### src/rtl/risc_pkg.sv
// Shared defaults for the RISC core datapath: register width, register
// address width and the register-count derivation.
package risc_pkg;

  localparam int unsigned DATA_W_DEF = 8;
  localparam int unsigned ADDR_W_DEF = 3;

  function automatic int unsigned nregs(input int unsigned addr_w);
    return 1 << addr_w;
  endfunction

endpackage

### src/rtl/risc_scoreboard.sv
// Pending-load scoreboard: one bit per register, raw busy lookup for two
// read ports, and a sticky flag for ALU writes that race a pending load.
module risc_scoreboard
  import risc_pkg::*;
#(
  parameter int unsigned ADDR_W  = ADDR_W_DEF,
  parameter bit          ZERO_R0 = 1'b0
) (
  input  logic              clk,
  input  logic              rst_n,
  input  logic              wr_vld,
  input  logic [ADDR_W-1:0] wr_dst,
  input  logic              ld_issue,
  input  logic [ADDR_W-1:0] ld_issue_dst,
  input  logic              ld_rtn_vld,
  input  logic [ADDR_W-1:0] ld_rtn_dst,
  input  logic [ADDR_W-1:0] addr_a,
  input  logic [ADDR_W-1:0] addr_b,
  output logic              busy_a,
  output logic              busy_b,
  output logic              waw_err
);

  localparam int unsigned NREGS = nregs(ADDR_W);

  logic [NREGS-1:0] pending_q, pending_d;
  logic             waw_err_q, waw_err_d;

  always_comb begin
    pending_d = pending_q;
    if (ld_rtn_vld) pending_d[ld_rtn_dst] = 1'b0;
    // Set after clear so a back-to-back load to the same register stays pending.
    if (ld_issue) pending_d[ld_issue_dst] = 1'b1;
    if (ZERO_R0) pending_d[0] = 1'b0;
  end

  // pending_q[0] is held at 0 when ZERO_R0, so R0 writes never flag here.
  assign waw_err_d = waw_err_q | (wr_vld & pending_q[wr_dst]);

  always_ff @(posedge clk or negedge rst_n) begin
    if (!rst_n) begin
      pending_q <= '0;
      waw_err_q <= 1'b0;
    end else begin
      pending_q <= pending_d;
      waw_err_q <= waw_err_d;
    end
  end

  assign busy_a  = pending_q[addr_a];
  assign busy_b  = pending_q[addr_b];
  assign waw_err = waw_err_q;

endmodule

### src/rtl/risc_regfile_sb.sv
// Two-write, two-read register file with optional write bypass, optional
// hardwired-zero R0 and a pending-load scoreboard driving the stall signal.
module risc_regfile_sb
  import risc_pkg::*;
#(
  parameter int unsigned DATA_W  = DATA_W_DEF,
  parameter int unsigned ADDR_W  = ADDR_W_DEF,
  parameter bit          BYPASS  = 1'b1,
  parameter bit          ZERO_R0 = 1'b0
) (
  input  logic              clk,
  input  logic              rst_n,
  input  logic              wr_vld,
  input  logic [ADDR_W-1:0] wr_dst,
  input  logic [DATA_W-1:0] rslt,
  input  logic              ld_issue,
  input  logic [ADDR_W-1:0] ld_issue_dst,
  input  logic              ld_rtn_vld,
  input  logic [ADDR_W-1:0] ld_rtn_dst,
  input  logic [DATA_W-1:0] dmdataout,
  input  logic [ADDR_W-1:0] opnda_addr,
  input  logic [ADDR_W-1:0] opndb_addr,
  output logic [DATA_W-1:0] oprnd_a,
  output logic [DATA_W-1:0] oprnd_b,
  output logic              busy_a,
  output logic              busy_b,
  output logic              stall,
  output logic              waw_err
);

  localparam int unsigned NREGS = nregs(ADDR_W);

  logic [DATA_W-1:0] regs_q [NREGS];
  logic [DATA_W-1:0] regs_d [NREGS];
  logic              pend_a, pend_b;
  logic              fwd_a, fwd_b;

  always_comb begin
    regs_d = regs_q;
    if (wr_vld) regs_d[wr_dst] = rslt;
    // Load return is applied last so it wins a same-destination collision.
    if (ld_rtn_vld) regs_d[ld_rtn_dst] = dmdataout;
    if (ZERO_R0) regs_d[0] = '0;
  end

  always_ff @(posedge clk or negedge rst_n) begin
    if (!rst_n) begin
      regs_q <= '{default: '0};
    end else begin
      regs_q <= regs_d;
    end
  end

  always_comb begin
    oprnd_a = regs_q[opnda_addr];
    oprnd_b = regs_q[opndb_addr];
    if (BYPASS) begin
      if (wr_vld && (wr_dst == opnda_addr)) oprnd_a = rslt;
      if (wr_vld && (wr_dst == opndb_addr)) oprnd_b = rslt;
      if (ld_rtn_vld && (ld_rtn_dst == opnda_addr)) oprnd_a = dmdataout;
      if (ld_rtn_vld && (ld_rtn_dst == opndb_addr)) oprnd_b = dmdataout;
    end
    if (ZERO_R0 && (opnda_addr == '0)) oprnd_a = '0;
    if (ZERO_R0 && (opndb_addr == '0)) oprnd_b = '0;
  end

  risc_scoreboard #(
    .ADDR_W  (ADDR_W),
    .ZERO_R0 (ZERO_R0)
  ) u_scoreboard (
    .clk          (clk),
    .rst_n        (rst_n),
    .wr_vld       (wr_vld),
    .wr_dst       (wr_dst),
    .ld_issue     (ld_issue),
    .ld_issue_dst (ld_issue_dst),
    .ld_rtn_vld   (ld_rtn_vld),
    .ld_rtn_dst   (ld_rtn_dst),
    .addr_a       (opnda_addr),
    .addr_b       (opndb_addr),
    .busy_a       (pend_a),
    .busy_b       (pend_b),
    .waw_err      (waw_err)
  );

  // A returning load being forwarded this cycle no longer blocks the reader.
  assign fwd_a  = BYPASS && ld_rtn_vld && (ld_rtn_dst == opnda_addr);
  assign fwd_b  = BYPASS && ld_rtn_vld && (ld_rtn_dst == opndb_addr);
  assign busy_a = pend_a & ~fwd_a;
  assign busy_b = pend_b & ~fwd_b;
  assign stall  = busy_a | busy_b;

endmodule
### config.mk
export PLATFORM = sky130hd
export DESIGN_NAME = risc_regfile_sb
export DESIGN_NICKNAME = d
export VERILOG_FILES = /design/src/rtl/risc_pkg.sv /design/src/rtl/risc_scoreboard.sv /design/src/rtl/risc_regfile_sb.sv
export SDC_FILE = /design/constraint.sdc
export NUM_CORES = 1
export LEC_CHECK = 0
export BUFFER_PORTS_ARGS = -buffer_cell sky130_fd_sc_hd__clkbuf_2
export CAP_MARGIN = 20
export CORE_ASPECT_RATIO = 1.4
export CORE_MARGIN = 2
export CORE_UTILIZATION = 44
export DETAILED_ROUTE_END_ITERATION = 10
export HOLD_SLACK_MARGIN = 0.03
export RECOVER_POWER = 100
export SLEW_MARGIN = 0
export SYNTH_ARGS = -nofsm -noshare
export SYNTH_HDL_FRONTEND = slang
export SYNTH_SLANG_ARGS = --single-unit
### constraint.sdc
create_clock -name clk -period 3.9 [get_ports clk]
set_input_delay 0.78 -clock clk [delete_from_list [all_inputs] [get_ports clk]]
set_output_delay 0.78 -clock clk [all_outputs]
set_load 0.02 [all_outputs]
# Word level (Yosys, flattened, before mapping)
# Index checks and enable logic that the tools add are counted.
[classes]
bitwise_logic = 14
n_lt_le_gt_ge = 13
n_reduce_logical = 8
muxes = 30
eq_ne = 4
[op_table]
columns = ["operator", "count"]
rows = [
  ["bitwise mux 64 bit", 2],
  ["2-to-1 mux 64 bit", 2],
  ["2-to-1 mux 8 bit", 12],
  ["binary-select mux 8 bit (select 3 bit)", 2],
  ["demux 8 bit (select 3 bit)", 2],
  ["< comparator 3 x 4 -> 1 bit, second input constant", 5],
  ["greater-or-equal comparator 4 bit, second input constant", 4],
  ["NOT 3 -> 4 bit", 4],
  ["== test 3 bit", 4],
  ["binary-select mux 1 bit (select 3 bit)", 3],
  ["bitwise AND 8 bit", 1],
  ["logical AND 1 bit", 8],
  ["< comparator 4 x 1 -> 1 bit, second input constant", 2],
  ["NOT 8 bit", 1],
  ["bitwise OR 8 bit", 1],
  ["demux 1 bit (select 3 bit)", 2],
  ["greater-or-equal comparator 3 x 1 -> 1 bit, second input constant", 2],
  ["2-to-1 mux 1 bit", 5],
  ["bitwise AND 1 bit", 3],
  ["NOT 1 bit", 2],
  ["bitwise OR 1 bit", 2],
]
[word_totals]
in_bits = 36
reg_bits = 73

# Depth between registers and ports, before layout
# Gate-level depths: netlist of the first run.
[depth]
word_depth = 9
mapped_depth = 7
mapped_depth_nobuf = 4

# By module
# Synthesis of the first run repeated with hierarchy kept, for this count alone.
[hier_totals]
cells_unflattened = 490
area_unflattened_um2 = 5286.3
[modules_own_cells]
columns = ["mod", "cells_per_inst", "n_inst", "seq_area_each_um2", "area_each_um2"]
rows = [
  ["risc_regfile_sb", 442, 1, 1601.5, 4734.5],
  ["risc_scoreboard", 48, 1, 225.2, 551.8],
]

# Worst setup path before layout of the first run
# No wires, ideal clock.
[synth_path]
path_kind = "input to output"
startpoint = "input ld_rtn_dst[2]"
endpoint = "output oprnd_a[0]"
slack_ps = 1050
n_path_buf = 3
path_stages = 7
required_time_ps = 3120
t_arrival_ps = 2070
path_cell_list = "clkbuf_1 -> xnor2_1 -> and4_1 -> clkbuf_1 -> buf_2 -> nand2_1 -> o21ai_1"
[synth_via]
elab_chain_len = 3
[synth_rtl]
columns = ["item", "line", "text"]
rows = [
  ["start: declaration", "risc_regfile_sb.sv:19", "input logic [ADDR_W-1:0] ld_rtn_dst,"],
  ["== test 3 bit", "risc_regfile_sb.sv:60", "if (ld_rtn_vld && (ld_rtn_dst == opnda_addr)) oprnd_a = dmdataout;"],
  ["logical AND 1 bit", "risc_regfile_sb.sv:60", ""],
  ["2-to-1 mux 8 bit", "risc_regfile_sb.sv:60", ""],
  ["end: declaration", "risc_regfile_sb.sv:23", "output logic [DATA_W-1:0] oprnd_a,"],
]
# Every way passes these cells.

# Worst setup path after layout of the first run
[layout_path]
startpoint = "input opnda_addr[0]"
endpoint = "output oprnd_a[6]"
[layout_via]
elab_chain_len = 6
[layout_rtl]
columns = ["item", "line", "text"]
rows = [
  ["start: declaration", "risc_regfile_sb.sv:21", "input logic [ADDR_W-1:0] opnda_addr,"],
  ["NOT 3 -> 4 bit (not written as such)", "risc_regfile_sb.sv:55", "oprnd_a = regs_q[opnda_addr];"],
  ["binary-select mux 8 bit (select 3 bit)", "risc_regfile_sb.sv:55", ""],
  ["2-to-1 mux 8 bit (not written as such) (2 in series)", "risc_regfile_sb.sv:55", ""],
  ["2-to-1 mux 8 bit", "risc_regfile_sb.sv:58", "if (wr_vld && (wr_dst == opnda_addr)) oprnd_a = rslt;"],
  ["2-to-1 mux 8 bit *", "risc_regfile_sb.sv:60", ""],
]
# Mark *: on every way between the ends. The rest lies on a longest branch, timed or not. The select of a mux whose other input is x is not followed.

==> results_dict.tcl, run 1 <==
set metrics [dict create \
    grt_overflow 0 \
    min-delay-start "u_scoreboard.waw_err" \
    hpwlAfterDp_mm 9.64 \
    port_buffers 55 \
    period_share_pct 89.3 \
    min_period_ps 3480 \
    gp_congestion 0.846 \
    antenna_found_initial 0 \
    cts_made_buffers 9 \
    clock_sinks 73 \
    critPathArrivalTime_ps 2700 \
    timing.slew.headroom_pct -58.1 \
    holdWs_ps 467 \
    top_usage_layer "met2" \
    ir_drop_uv 228 \
    clk_pin_slew_worst_paths_ps 50 \
    finalSetupViolCount 0 \
    rsz0062_at_grt "no" \
    synth_cells 482 \
    ctsResizeCount 0 \
    hold_path_class "reg2reg" \
    dr.pass1.iters 5 \
    root_buffer "clkbuf_16" \
    area_delta_synth_final_pct 10.1 \
    fin_ws_ps 418 \
    grt_use_met1_pct 33.7 \
    grt_use_met2_pct 40.6 \
    yosysUniqueCellTypes 29 \
    drc_errors 0 \
    syn_area_per_cell_um2 10.8 \
    drt_iter0_drc 322 \
    violations "capacitance limit, slew limit" \
    start_util_pct 44.7 \
    syn_nets 518 \
    rows 47 \
    startpoint_type "input port" \
    htree_levels 3 \
    critPathRequiredTime_ps 3120 \
    seq_area_frac_synth_pct 34.9 \
    die_width_um 96.1 \
    clk_latency_ps 330 \
    endpoint_kind "output pin" \
    crit_path_max_fanout 20 \
    timing.setup.tns_ps 0 \
    final_core_util_pct 49.2 \
    power.leakage_nw 2.52 \
    core_um2 11700 \
    via_per_inst 5.97 \
    fp.dieH_um 133 \
    crit_type "in2out" \
    use_met3_pct 3.76 \
    cts_tree "built" \
    final_layout_size_suffix_gt1_share_pct 17.1 \
    synth_edf_count 0 \
    synthArstFlopShare_pct 100 \
    max_freq_mhz 287 \
    routed_wl_mm 14.8 \
    fin_skew_ps 0.511 \
    max_cap_viol_count 3 \
    power_mw 2.69 \
    antenna_cells 0 \
    startpoint "opnda_addr[0]" \
    num_vias 3950 \
    clk_path_buf_depth 2 \
    pre_cts_slack_ps 415 \
    finalHoldViolations 0 \
    tightest_slew_ps 2350 \
    grt_pass1_wl_mm 23.2 \
    power_density_nw_per_um2 467 \
    synth_ff_type "dfrtp_1" \
    final_common_cell "mux2i_1" \
    grt_pass1_vias 4039 \
    yosys_warnings 0 \
    slew_violations 46 \
    wl_per_cell_um 22.3 \
    syn_area_um2 5230 \
    final_nets 546 \
    most-common-layout-cells "mux2i_1, dfrtp_1, nand2_1" \
    cts_setup_buffers 0 \
    worstReg2RegStart "u_scoreboard.pending_q[7]" \
    ys_seq_elements 73 \
    ioPinCount 56 \
    antenna_left 0 \
    cts_hold_buf 0 \
    status "complete, but fails checks" \
    grt_usage_pct 24.9 \
    grt_max_degree 28 \
    dieArea_um2 12800 \
]
[synthesized netlist by cell type (2+ instances only)]
cell       n  area (um2)
mux2i_1   82         821
dfrtp_1   73        1830
nand2_1   56         210
nor2_1    34         128
a21oi_1   32         160
o21ai_1   31         155
clkbuf_1  26        97.6
mux4_1    24         631
o21ai_0   21         105
buf_2     19        95.1
mux2_2    17         191
mux4_2    14         315
xnor2_1   12         105
nand4b_1   6        52.6
nand2b_1   5        31.3
buf_6      4        45.0
inv_1      4        15.0
o22ai_1    3        18.8
and4_1     2        17.5
buf_12     2        40.0
nand4_1    2        12.5
nand4_4    2        42.5
nor3_4     2        32.5
nor3b_1    2        15.0
nor3b_2    2        25.0
o32ai_1    2        17.5
[cell families (layout without fill, tap and decap cells)]
family,count (synthesis),after routing,share of synthesized area [%]
AOI/OAI and AO/OA,90,90,8.88
xor gates and xnor gates,12,12,2.01
buffers and inverters,55,88,5.60
DFF,73,73,34.9
muxes,137,137,37.4
and+or+nand+nor,115,115,11.1
[report_power, final]
group	switching, mW	internal (mW)
logic	0.386	0.387
registers	0.131	0.923
clock network	0.311	0.547
[layout make-up]
class,count,area (um2)
fillers,1096,5950
flip-flops and latches,73,1830
well taps,147,184
clock buffers,14,274
clock inverters,2,35.0
multi-input cells,354,3090
repair buffers,68,333
inverters,4,15.0
[stage by stage]
step                instances  instance area, um2
floorplan                 482                5230
finish                    662                5750
global placement          646                5540
CTS                       662                5840
detailed placement        646                5540
global route              662                5750
[registers in the layout, summed over array words and instances (netlist names)]
register                flops
regs_q                     64
u_scoreboard.pending_q      8
u_scoreboard.waw_err        1
[layer usage]
| layer | vias up | part of all wire (%) |
|---|---|---|
| met1 | 1964 | 42 |
| met4 | 0 | 2.0 |
| met2 | 124 | 51 |
| met5 | - | 0 |
| met3 | 23 | 5.3 |
| li1 | 1839 | - |
[worst max-delay path, stage by stage]
cell and delay (ps):
clkbuf_2 590, mux4_1 630, mux2_2 270, mux2i_1 130, o21ai_1 100, clkbuf_1 180
[worst paths after layout]
path / to / slack (ps) / depth (start not counted)
max in group asynchronous: regs_q[8] / 1100 / 2
max: oprnd_a[6] / 420 / 6
min: u_scoreboard.waw_err / 470 / 1
max reg2reg: u_scoreboard.waw_err / 2450 / 3
min reg2reg: u_scoreboard.waw_err / 470 / 1
min in group asynchronous: regs_q[17] / 810 / 1
No activity file was read; power rests on OpenSTA's default activity.
==> run 2, diff against run 1 <==
--- a/config.mk
+++ b/config.mk
@@ -10,6 +10,7 @@
 export CORE_ASPECT_RATIO = 1.4
 export CORE_MARGIN = 2
 export CORE_UTILIZATION = 44
+export CTS_BUF_LIST = sky130_fd_sc_hd__clkbuf_8
 export DETAILED_ROUTE_END_ITERATION = 10
 export HOLD_SLACK_MARGIN = 0.03
 export RECOVER_POWER = 100
==> run 2 against run 1 <==
The run still ends with capacitance limit, slew limit left. Combinational power hardly changed. Clock power decreased by 27%. Fmax hardly changed. Non-clock buffer count did not move. Die area unchanged. Sequential cell count stayed put. First-iteration DRC count shrank 8.4%. Final cell count is the same.
==> results_dict.tcl, run 2 (synthesis gave the netlist of run 1 again) <==
set metrics [dict create \
    crit_chain "clkbuf_2 > mux4_1 > mux2_2 > mux2i_1 > o21ai_1 > clkbuf_1" \
    timing.slew.headroom_pct -48.9 \
    crit_slowest_cell "mux4_1" \
    grt_pass1_vias 4010 \
    start_util_pct 44.7 \
    wl_per_cell_um 22.2 \
    gp_congestion 0.846 \
    worstReg2RegStart "u_scoreboard.pending_q[2]" \
    reg2reg_slack_ps 2480 \
    tightest_slew_ps 2220 \
    hpwlAfterDp_mm 9.64 \
    grt_max_degree 28 \
    rsz0062_at_grt "no" \
    area_delta_synth_final_pct 8.11 \
    dp_cells 646 \
    holdWs_ps 471 \
    holdPathStages 1 \
    rows 47 \
    ir_drop_uv 184 \
    dr.pass1.iters 5 \
    max_cap_viol_count 3 \
    grt_use_met1_pct 33.2 \
    period_share_pct 89.2 \
    grt_use_met2_pct 40.4 \
    final_core_util_pct 48.3 \
    drc_errors 0 \
    port_buffers 55 \
    antenna_cells 0 \
    power.leakage_nw 2.48 \
    root_buffer "clkbuf_8" \
    ioPinCount 56 \
    via_per_inst 6.04 \
    startpoint "opnda_addr[0]" \
    most-common-layout-cells "mux2i_1, dfrtp_1, nand2_1" \
    clk_path_buf_depth 2 \
    startpoint_type "input port" \
    hold_path_class "reg2reg" \
    grt_overflow 0 \
    dieArea_um2 12800 \
    r2r-end "u_scoreboard.waw_err" \
    final_common_cell "mux2i_1" \
    crit_type "in2out" \
    fp.dieH_um 133 \
    finalHoldViolations 0 \
    routed_wl_mm 14.7 \
    antenna_found_initial 0 \
    final.fill_count 1114 \
    stdcell_count 662 \
    drt_iter0_drc 295 \
    clock_sinks 73 \
    final_nets 546 \
    cpPeakStageDelay_ps 630 \
    status "complete, but fails checks" \
    endpoint_kind "output pin" \
    grt_pass1_wl_mm 23.0 \
    reg2regPathDepth 3 \
    cts_setup_buffers 0 \
    max_freq_mhz 287 \
    top_register "regs_q" \
    violations "capacitance limit, slew limit" \
    finalSetupViolCount 0 \
    clk_latency_ps 350 \
    antenna_left 0 \
    crit_path_max_fanout 20 \
    top_usage_layer "met2" \
    critPathArrivalTime_ps 2700 \
    num_vias 3997 \
    slew_violations 46 \
    cts_tree "built" \
    core_um2 11700 \
    final_layout_size_suffix_gt1_share_pct 17.1 \
    power_density_nw_per_um2 433 \
    min_period_ps 3480 \
    hold_end "u_scoreboard.waw_err" \
    timing.setup.tns_ps 0 \
    use_met3_pct 4.44 \
    critPathRequiredTime_ps 3120 \
    cts_hold_buf 0 \
    min-delay-start "u_scoreboard.waw_err" \
    ctsResizeCount 0 \
    grt_usage_pct 24.6 \
    fin_skew_ps 0.721 \
    htree_levels 3 \
    power_mw 2.45 \
    clk_pin_slew_worst_paths_ps 70 \
    largest_register_ff_count 64 \
    cts_made_buffers 9 \
    die_width_um 96.1 \
]
[run 2: routing by layer]
layer / wire length (um) / share of wire [%]
met1: 6020 / 41
met2: 7530 / 51
met3: 874 / 6.0
met4: 269 / 1.8
met5: 0 / 0
[run 2: layout make-up]
class                   count  area [um2]  share of cell area, %
multi-input cells         354        3090                   54.6
flip-flops and latches     73        1830                   32.3
repair buffers             68         333                   5.89
well taps                 147         184                   3.25
clock buffers              12         165                   2.92
clock inverters             4        42.5                  0.753
inverters                   4        15.0                  0.266
[run 2: report_power, final]
| group | internal [mW] | switching [mW] |
|---|---|---|
| Sequential | 0.921 | 0.131 |
| Combinational | 0.387 | 0.386 |
| Clock | 0.343 | 0.282 |
| Total | 1.65 | 0.800 |
[run 2: worst max-delay path by stage]
stage / end / slack [ps] / cells past startpoint
after floorplan: oprnd_a[0] / 1050 / 7
after global placement: oprnd_a[6] / 480 / 6
after detailed placement: oprnd_b[3] / 410 / 6
after CTS: oprnd_b[3] / 420 / 6
after global routing: oprnd_b[7] / 310 / 6
final: oprnd_a[6] / 420 / 6
[run 2: metrics by stage]
| step | worst slack (ps) | cell area [um2] |
|---|---|---|
| final | 420 | 5650 |
| after global routing | 312 | 5650 |
| after CTS | 416 | 5740 |
| after detailed placement | 415 | 5540 |
| after global placement | 475 | 5540 |
| after floorplan | 1050 | 5230 |
[run 2: critical path: cells and delay by family]
| kind | cells | cell delay (ps) |
|---|---|---|
| AOI/OAI and AO/OA | 1 | 100 |
| buffers and inverters | 2 | 760 |
| muxes | 3 | 1050 |
